$ cat config.mk
export PLATFORM = sky130hd
export DESIGN_NAME = btn_input_ctrl_flat
export DESIGN_NICKNAME = d
export VERILOG_FILES = /design/src/rtl/btn_input_ctrl_if.sv /design/src/rtl/btn_input_ctrl.sv /design/src/flat_wrapper.sv
export SDC_FILE = /design/constraint.sdc
export NUM_CORES = 1
export LEC_CHECK = 0
export ABC_AREA = 1
export BUFFER_PORTS_ARGS = -buffer_cell sky130_fd_sc_hd__buf_2
export CAP_MARGIN = 5
export CORE_MARGIN = 10
export CORE_UTILIZATION = 43
export DETAILED_ROUTE_END_ITERATION = 6
export MAX_ROUTING_LAYER = met4
export PLACE_DENSITY = 0.69
export SKIP_CTS_REPAIR_TIMING = 1
export SLEW_MARGIN = 20
export SYNTH_ARGS = -nofsm -noshare
export SYNTH_HDL_FRONTEND = slang
export SYNTH_SLANG_ARGS = --single-unit
$ cat constraint.sdc
create_clock -name clock -period 2.9 [get_ports clock]
set_input_delay 0.29 -clock clock [delete_from_list [all_inputs] [get_ports clock]]
set_output_delay 0.29 -clock clock [all_outputs]
set_load 0.02 [all_outputs]
$ cat src/rtl/btn_input_ctrl_if.sv
// Button front-end bus: raw pins, repeat enables and event acks in; conditioned
// levels, press/release pulses and sticky event flags out.
interface btn_input_ctrl_if #(
   parameter int unsigned NUM_BTN = 4
);
   logic [NUM_BTN-1:0] btn_raw;
   logic [NUM_BTN-1:0] repeat_mask;
   logic [NUM_BTN-1:0] event_ack;
   logic [NUM_BTN-1:0] btn_level;
   logic [NUM_BTN-1:0] btn_press;
   logic [NUM_BTN-1:0] btn_release;
   logic [NUM_BTN-1:0] btn_event;

   // Board/processor side.
   modport master (
      output btn_raw, repeat_mask, event_ack,
      input  btn_level, btn_press, btn_release, btn_event
   );

   // Conditioning block side.
   modport slave (
      input  btn_raw, repeat_mask, event_ack,
      output btn_level, btn_press, btn_release, btn_event
   );
endinterface

$ cat src/rtl/btn_input_ctrl.sv
// Per-channel button synchroniser, debouncer, edge detector and sticky event flag.
// Auto-repeat FSM is built only when BTN_REPEAT_EN is defined.
module btn_input_ctrl #(
   parameter int unsigned NUM_BTN         = 4,
   parameter bit          ACTIVE_LOW      = 1'b1,
   parameter int unsigned DEBOUNCE_CYCLES = 500000,
   parameter int unsigned REPEAT_DELAY    = 10000000,
   parameter int unsigned REPEAT_PERIOD   = 2500000
) (
   input  logic            clock,
   input  logic            reset_n,
   btn_input_ctrl_if.slave bus_io
);

   localparam int unsigned    DbW    = $clog2(DEBOUNCE_CYCLES + 1);
   localparam logic [DbW-1:0] DbLast = DbW'(DEBOUNCE_CYCLES - 1);

   logic [NUM_BTN-1:0] pressed;
   logic [NUM_BTN-1:0] sync1_q, sync2_q;
   logic [NUM_BTN-1:0] stable_q, stable_d;
   logic [DbW-1:0]     db_cnt_q [NUM_BTN];
   logic [DbW-1:0]     db_cnt_d [NUM_BTN];
   logic [NUM_BTN-1:0] rise, fall;
   logic [NUM_BTN-1:0] press_q, release_q, event_q;

   assign pressed = bus_io.btn_raw ^ {NUM_BTN{ACTIVE_LOW}};

   // Stable state flips on the cycle the counter would reach DEBOUNCE_CYCLES.
   always_comb begin
      stable_d = stable_q;
      for (int i = 0; i < NUM_BTN; i++) begin
         db_cnt_d[i] = '0;
         if (sync2_q[i] != stable_q[i]) begin
            if (db_cnt_q[i] == DbLast) begin
               stable_d[i] = ~stable_q[i];
            end else begin
               db_cnt_d[i] = db_cnt_q[i] + DbW'(1);
            end
         end
      end
   end

   assign rise = stable_d & ~stable_q;
   assign fall = stable_q & ~stable_d;

   always_ff @(posedge clock or negedge reset_n) begin
      if (!reset_n) begin
         sync1_q   <= '0;
         sync2_q   <= '0;
         stable_q  <= '0;
         release_q <= '0;
         event_q   <= '0;
         for (int i = 0; i < NUM_BTN; i++) begin
            db_cnt_q[i] <= '0;
         end
      end else begin
         sync1_q   <= pressed;
         sync2_q   <= sync1_q;
         stable_q  <= stable_d;
         release_q <= fall;
         // A press in the ack cycle keeps the flag set.
         event_q   <= press_q | (event_q & ~bus_io.event_ack);
         for (int i = 0; i < NUM_BTN; i++) begin
            db_cnt_q[i] <= db_cnt_d[i];
         end
      end
   end

`ifdef BTN_REPEAT_EN
   localparam int unsigned RepMax = (REPEAT_DELAY > REPEAT_PERIOD) ? REPEAT_DELAY : REPEAT_PERIOD;
   localparam int unsigned RpW    = $clog2(RepMax + 1);
   localparam logic [RpW-1:0] DelayLast  = RpW'(REPEAT_DELAY - 1);
   localparam logic [RpW-1:0] PeriodLast = RpW'(REPEAT_PERIOD - 1);

   typedef enum logic [1:0] {StIdle, StDelay, StRepeat} rep_st_e;

   rep_st_e        rep_st_q  [NUM_BTN];
   logic [RpW-1:0] rep_cnt_q [NUM_BTN];

   always_ff @(posedge clock or negedge reset_n) begin
      if (!reset_n) begin
         press_q <= '0;
         for (int i = 0; i < NUM_BTN; i++) begin
            rep_st_q[i]  <= StIdle;
            rep_cnt_q[i] <= '0;
         end
      end else begin
         for (int i = 0; i < NUM_BTN; i++) begin
            press_q[i] <= rise[i];
            unique case (rep_st_q[i])
               StIdle: begin
                  if (rise[i] && bus_io.repeat_mask[i]) begin
                     rep_st_q[i]  <= StDelay;
                     rep_cnt_q[i] <= '0;
                  end
               end
               StDelay, StRepeat: begin
                  // Release or mask drop wins over a pulse due in the same cycle.
                  if (fall[i] || !bus_io.repeat_mask[i]) begin
                     rep_st_q[i]  <= StIdle;
                     rep_cnt_q[i] <= '0;
                  end else if (rep_cnt_q[i] ==
                               ((rep_st_q[i] == StDelay) ? DelayLast : PeriodLast)) begin
                     press_q[i]   <= 1'b1;
                     rep_st_q[i]  <= StRepeat;
                     rep_cnt_q[i] <= '0;
                  end else begin
                     rep_cnt_q[i] <= rep_cnt_q[i] + RpW'(1);
                  end
               end
               default: begin
                  rep_st_q[i]  <= StIdle;
                  rep_cnt_q[i] <= '0;
               end
            endcase
         end
      end
   end
`else
   logic unused_repeat_mask;
   assign unused_repeat_mask = ^bus_io.repeat_mask;

   always_ff @(posedge clock or negedge reset_n) begin
      if (!reset_n) begin
         press_q <= '0;
      end else begin
         press_q <= rise;
      end
   end
`endif

   assign bus_io.btn_level   = stable_q;
   assign bus_io.btn_press   = press_q;
   assign bus_io.btn_release = release_q;
   assign bus_io.btn_event   = event_q;

endmodule

$ cat src/flat_wrapper.sv
// flat-port wrapper written by rule: the top's interface ports become plain ports
module btn_input_ctrl_flat 
#(
   parameter int unsigned NUM_BTN         = 4,
   parameter bit          ACTIVE_LOW      = 1'b1,
   parameter int unsigned DEBOUNCE_CYCLES = 500000,
   parameter int unsigned REPEAT_DELAY    = 10000000,
   parameter int unsigned REPEAT_PERIOD   = 2500000
)
  (clock, reset_n, bus_io_btn_raw, bus_io_repeat_mask, bus_io_event_ack, bus_io_btn_level, bus_io_btn_press, bus_io_btn_release, bus_io_btn_event);
  btn_input_ctrl_if #(.NUM_BTN(NUM_BTN)) bus_io_i ();
  input  logic clock;
  input  logic reset_n;
  input wire logic [$bits(bus_io_i.btn_raw)-1:0] bus_io_btn_raw;
  input wire logic [$bits(bus_io_i.repeat_mask)-1:0] bus_io_repeat_mask;
  input wire logic [$bits(bus_io_i.event_ack)-1:0] bus_io_event_ack;
  output wire logic [$bits(bus_io_i.btn_level)-1:0] bus_io_btn_level;
  output wire logic [$bits(bus_io_i.btn_press)-1:0] bus_io_btn_press;
  output wire logic [$bits(bus_io_i.btn_release)-1:0] bus_io_btn_release;
  output wire logic [$bits(bus_io_i.btn_event)-1:0] bus_io_btn_event;
  assign bus_io_i.btn_raw = bus_io_btn_raw;
  assign bus_io_i.repeat_mask = bus_io_repeat_mask;
  assign bus_io_i.event_ack = bus_io_event_ack;
  assign bus_io_btn_level = bus_io_i.btn_level;
  assign bus_io_btn_press = bus_io_i.btn_press;
  assign bus_io_btn_release = bus_io_i.btn_release;
  assign bus_io_btn_event = bus_io_i.btn_event;
  btn_input_ctrl #(.NUM_BTN(NUM_BTN), .ACTIVE_LOW(ACTIVE_LOW), .DEBOUNCE_CYCLES(DEBOUNCE_CYCLES), .REPEAT_DELAY(REPEAT_DELAY), .REPEAT_PERIOD(REPEAT_PERIOD)) u_core (.clock(clock), .reset_n(reset_n), .bus_io(bus_io_i));
endmodule
==> qor.yml <==
global_routing:
  grt_max_degree: 78
  first_global_vias: 4213
  grt_usage_pct: 13.47
  grt_pass1_wl_um: 18220
  antenna_found_initial: 0
  grt_overflow: 0
yosys:
  yosysTopAreaCell: "dfrtp_1"
  muxShareOfSynthArea_pct: 0
  netlist.area_leader.share_pct: 48.20
  ys_warn_count: 0
  synth_cell_types: 28
  synth_top_family_by_area: "simple AND/OR/NAND/NOR gates"
  synth_seq_cells: 100
  netlist_area_um2: 5191
  synthArstFlopShare_pct: 100.0
  synth_seq_area_share_pct: 48.20
  synth-xor-area-share_pct: 6.242
  synth-compound-area-share_pct: 3.495
  ys.flop_type: "dfrtp_1"
  synth_nets: 661
  synth_cells: 643
  syn_area_per_cell_um2: 8.073
  synth-edff-count: 0
  yosys.area_share.adder_pct: 0.9641
  synth-simple-area-share_pct: 35.07
  synth_area_leaders: "dfrtp_1 (48%), nor2_1 (11%), nand2_1 (8.5%)"
drt:
  wirelength_um: 10140
  dr.pass1.iters: 4
  drt_iter0_markers: 324
  ant_nets: 0
  wl_per_cell_um: 12.19
  vias: 4087
  viasPerCell: 4.912
  drc: 0
floorplan:
  dieWidth_um: 129.9
  io_pins: 30
  coreArea_um2: 11910
  die_height_um: 129.9
  dieArea_um2: 16870
  initial_core_util_pct: 43.58
  placementRows: 40
power_and_ir_drop:
  vdd_drop_max_mv: 0.3490
  p_per_area_nw_per_um2: 470.6
  leakage_nw: 2.537
  power.total_mw: 2.744
worst_setup_path:
  crit_chain: "inv_1, nor2_1, nor2_2, inv_1, nand2_2, nor2_1"
  cp_max_fo: 9
  arrival_ns: 1.74
  cp_num_buf_inv: 2
  reg2reg_to: "u_core.db_cnt_q[68]$_DFF_PN0_"
  cp-start-kind: "flop"
  slowest_delay_ns: 0.39
  critical_path_class: "reg2reg"
  reg2reg_slack_ns: 1.39
  critical-path-top-delay-family: "simple AND/OR/NAND/NOR gates"
  regToRegStartpoint: "u_core.sync2_q[0]$_DFF_PN0_"
  cp.required_ns: 3.13
  worst_r2r_path_depth: 6
  crit_path_end_kind: "flop"
  crit_path_top_delay_cell: "dfrtp_1"
layout:
  fill_cells: 1135
  drive_gt1_share_pct: 14.16
  postLayoutCoreUtil_pct: 48.96
  syn2layout_area_growth_pct: 12.34
  n_antenna_cell: 0
  multi_input_comb_area_um2: 2376
  seq_area_um2: 2502
  nets: 698
flow_run:
  max-cap-violations: 0
hold_path:
  holdCritPathClass: "in2reg"
  min_to: "u_core.sync1_q[2]$_DFF_PN0_"
  whs_path_depth: 2
  hold_path_startpoint: "bus_io_btn_raw[2]"
timing:
  worst_slack_ns: 1.392
  final.setup_skew_ns: 0.006500
  tightest_slew_ns: 0.4880
  fin_setup_tns_ns: 0
  fin_crit_sh_pct: 51.98
  setup_violations: 0
  max_freq_mhz: 663.3
  slew_viol_final: 0
  whs_ns: 0.08550
  grt_setup_unrepaired: "no"
  period_minus_slack_ns: 1.508
  finalHoldViolCount: 0
  slew-limit-headroom_pct: 67.43
clocking:
  cts_buffer_depth: 2
  cts_root_buffer: "clkbuf_16"
  cts_inserted_buffers: 9
  clk_latency_ns: 0.35
  path_clk_slew_ns: 0.06
  clock-sinks: 100
  cts_tree: "done"
  h-tree-depth: 3
placed_design:
  gp_congestion: 0.9081
  io_buffer_count: 25
  preCtsSetupSlack_ns: 1.390
  place_hpwl_um: 7489
status:
  outcome: "completed"
[cells in the mapped netlist (6+ instances only)]
cell,instances
nand3_1,48
nand2_2,8
nor2_2,13
inv_1,77
nor2_1,156
nor2_4,13
o21bai_1,8
nand3_2,8
xor2_1,31
nor3_2,6
nor3_1,6
a21oi_1,8
xnor2_1,6
nand2_1,118
dfrtp_1,100
o21ai_1,7
[sequential cells by signal (all words and copies together), names as in the netlist]
name	cells
u_core.db_cnt_q	76
u_core.bus_io.btn_event	4
u_core.bus_io.btn_level	4
u_core.bus_io.btn_press	4
u_core.bus_io.btn_release	4
u_core.sync1_q	4
u_core.sync2_q	4
[power breakdown]
part	switching [mW]	total (mW)	internal [mW]	leakage, nW
registers	0.0130	1.43	1.41	1.37
clock network	0.508	1.22	0.713	0.149
logic	0.0695	0.0971	0.0276	1.02
[worst max-delay path by stage]
| stage | depth (start not counted) | from | end | slack (ns) |
|---|---|---|---|---|
| 5_1_grt | 6 | u_core.bus_io.btn_level[1]$_DFF_PN0_ | u_core.db_cnt_q[55]$_DFF_PN0_ | 1.24 |
| 3_3_place_gp | 6 | u_core.sync2_q[1]$_DFF_PN0_ | u_core.db_cnt_q[55]$_DFF_PN0_ | 1.44 |
| 3_5_place_dp | 6 | u_core.sync2_q[1]$_DFF_PN0_ | u_core.db_cnt_q[41]$_DFF_PN0_ | 1.39 |
| 4_1_cts | 6 | u_core.sync2_q[1]$_DFF_PN0_ | u_core.db_cnt_q[41]$_DFF_PN0_ | 1.38 |
| 2_1_floorplan | 6 | u_core.bus_io.btn_level[1]$_DFF_PN0_ | u_core.db_cnt_q[49]$_DFF_PN0_ | 1.64 |
| 6_report | 6 | u_core.sync2_q[0]$_DFF_PN0_ | u_core.db_cnt_q[68]$_DFF_PN0_ | 1.39 |
[area by class of cell]
type | count | area share [%]
inverter | 80 | 5.149
multi-input combinational | 461 | 40.74
tap | 147 | 3.154
clock inverter | 4 | 0.8153
timing repair buffer | 28 | 2.832
sequential | 100 | 42.91
clock buffer | 12 | 4.398
[logic make-up (layout without fill, tap and decap cells)]
logic type | Yosys count | in the layout
AND/OR/NAND/NOR | 389 | 389
flip-flops | 100 | 100
buffers and inverters | 82 | 124
XOR/XNOR | 37 | 37
AO/OA/AOI/OAI | 31 | 31
adder cells (fa/ha/maj) | 4 | 4
[cells in the final DEF, fill, tap and decap left out, drive strengths merged, types with 2 or more instances in the layout]
| cell | instances |
|---|---|
| o21bai | 8 |
| buf | 27 |
| nand4 | 4 |
| clkinv | 2 |
| inv | 80 |
| nor3b | 6 |
| nand3 | 56 |
| nor2 | 182 |
| nand2 | 128 |
| dfrtp | 100 |
| o21ai | 12 |
| xnor2 | 6 |
| xor2 | 31 |
| a21oi | 9 |
| ha | 4 |
| clkbuf | 12 |
| o22ai | 2 |
| nor3 | 12 |
[metrics by stage]
step                instances  instance area [um2]
global route              832                 5832
finish                    832                 5832
floorplan                 643                 5191
detailed placement        815                 5518
global placement          815                 5518
CTS                       831                 5822
[per-layer routing]
layer | track usage (%) | routed length [um]
met5 | - | 0
met4 | 6.746 | 253
met3 | 2.840 | 389
met2 | 21.84 | 4881
met1 | 15.59 | 4618
[worst register-to-register path, delay by kind of cell (launching register included)]
| kind | cells | cell delay, ns |
|---|---|---|
| and+or+nand+nor | 4 | 0.69 |
| buffers and inverters | 2 | 0.31 |
| DFF | 1 | 0.39 |
No activity file was read; power rests on OpenSTA's default activity.
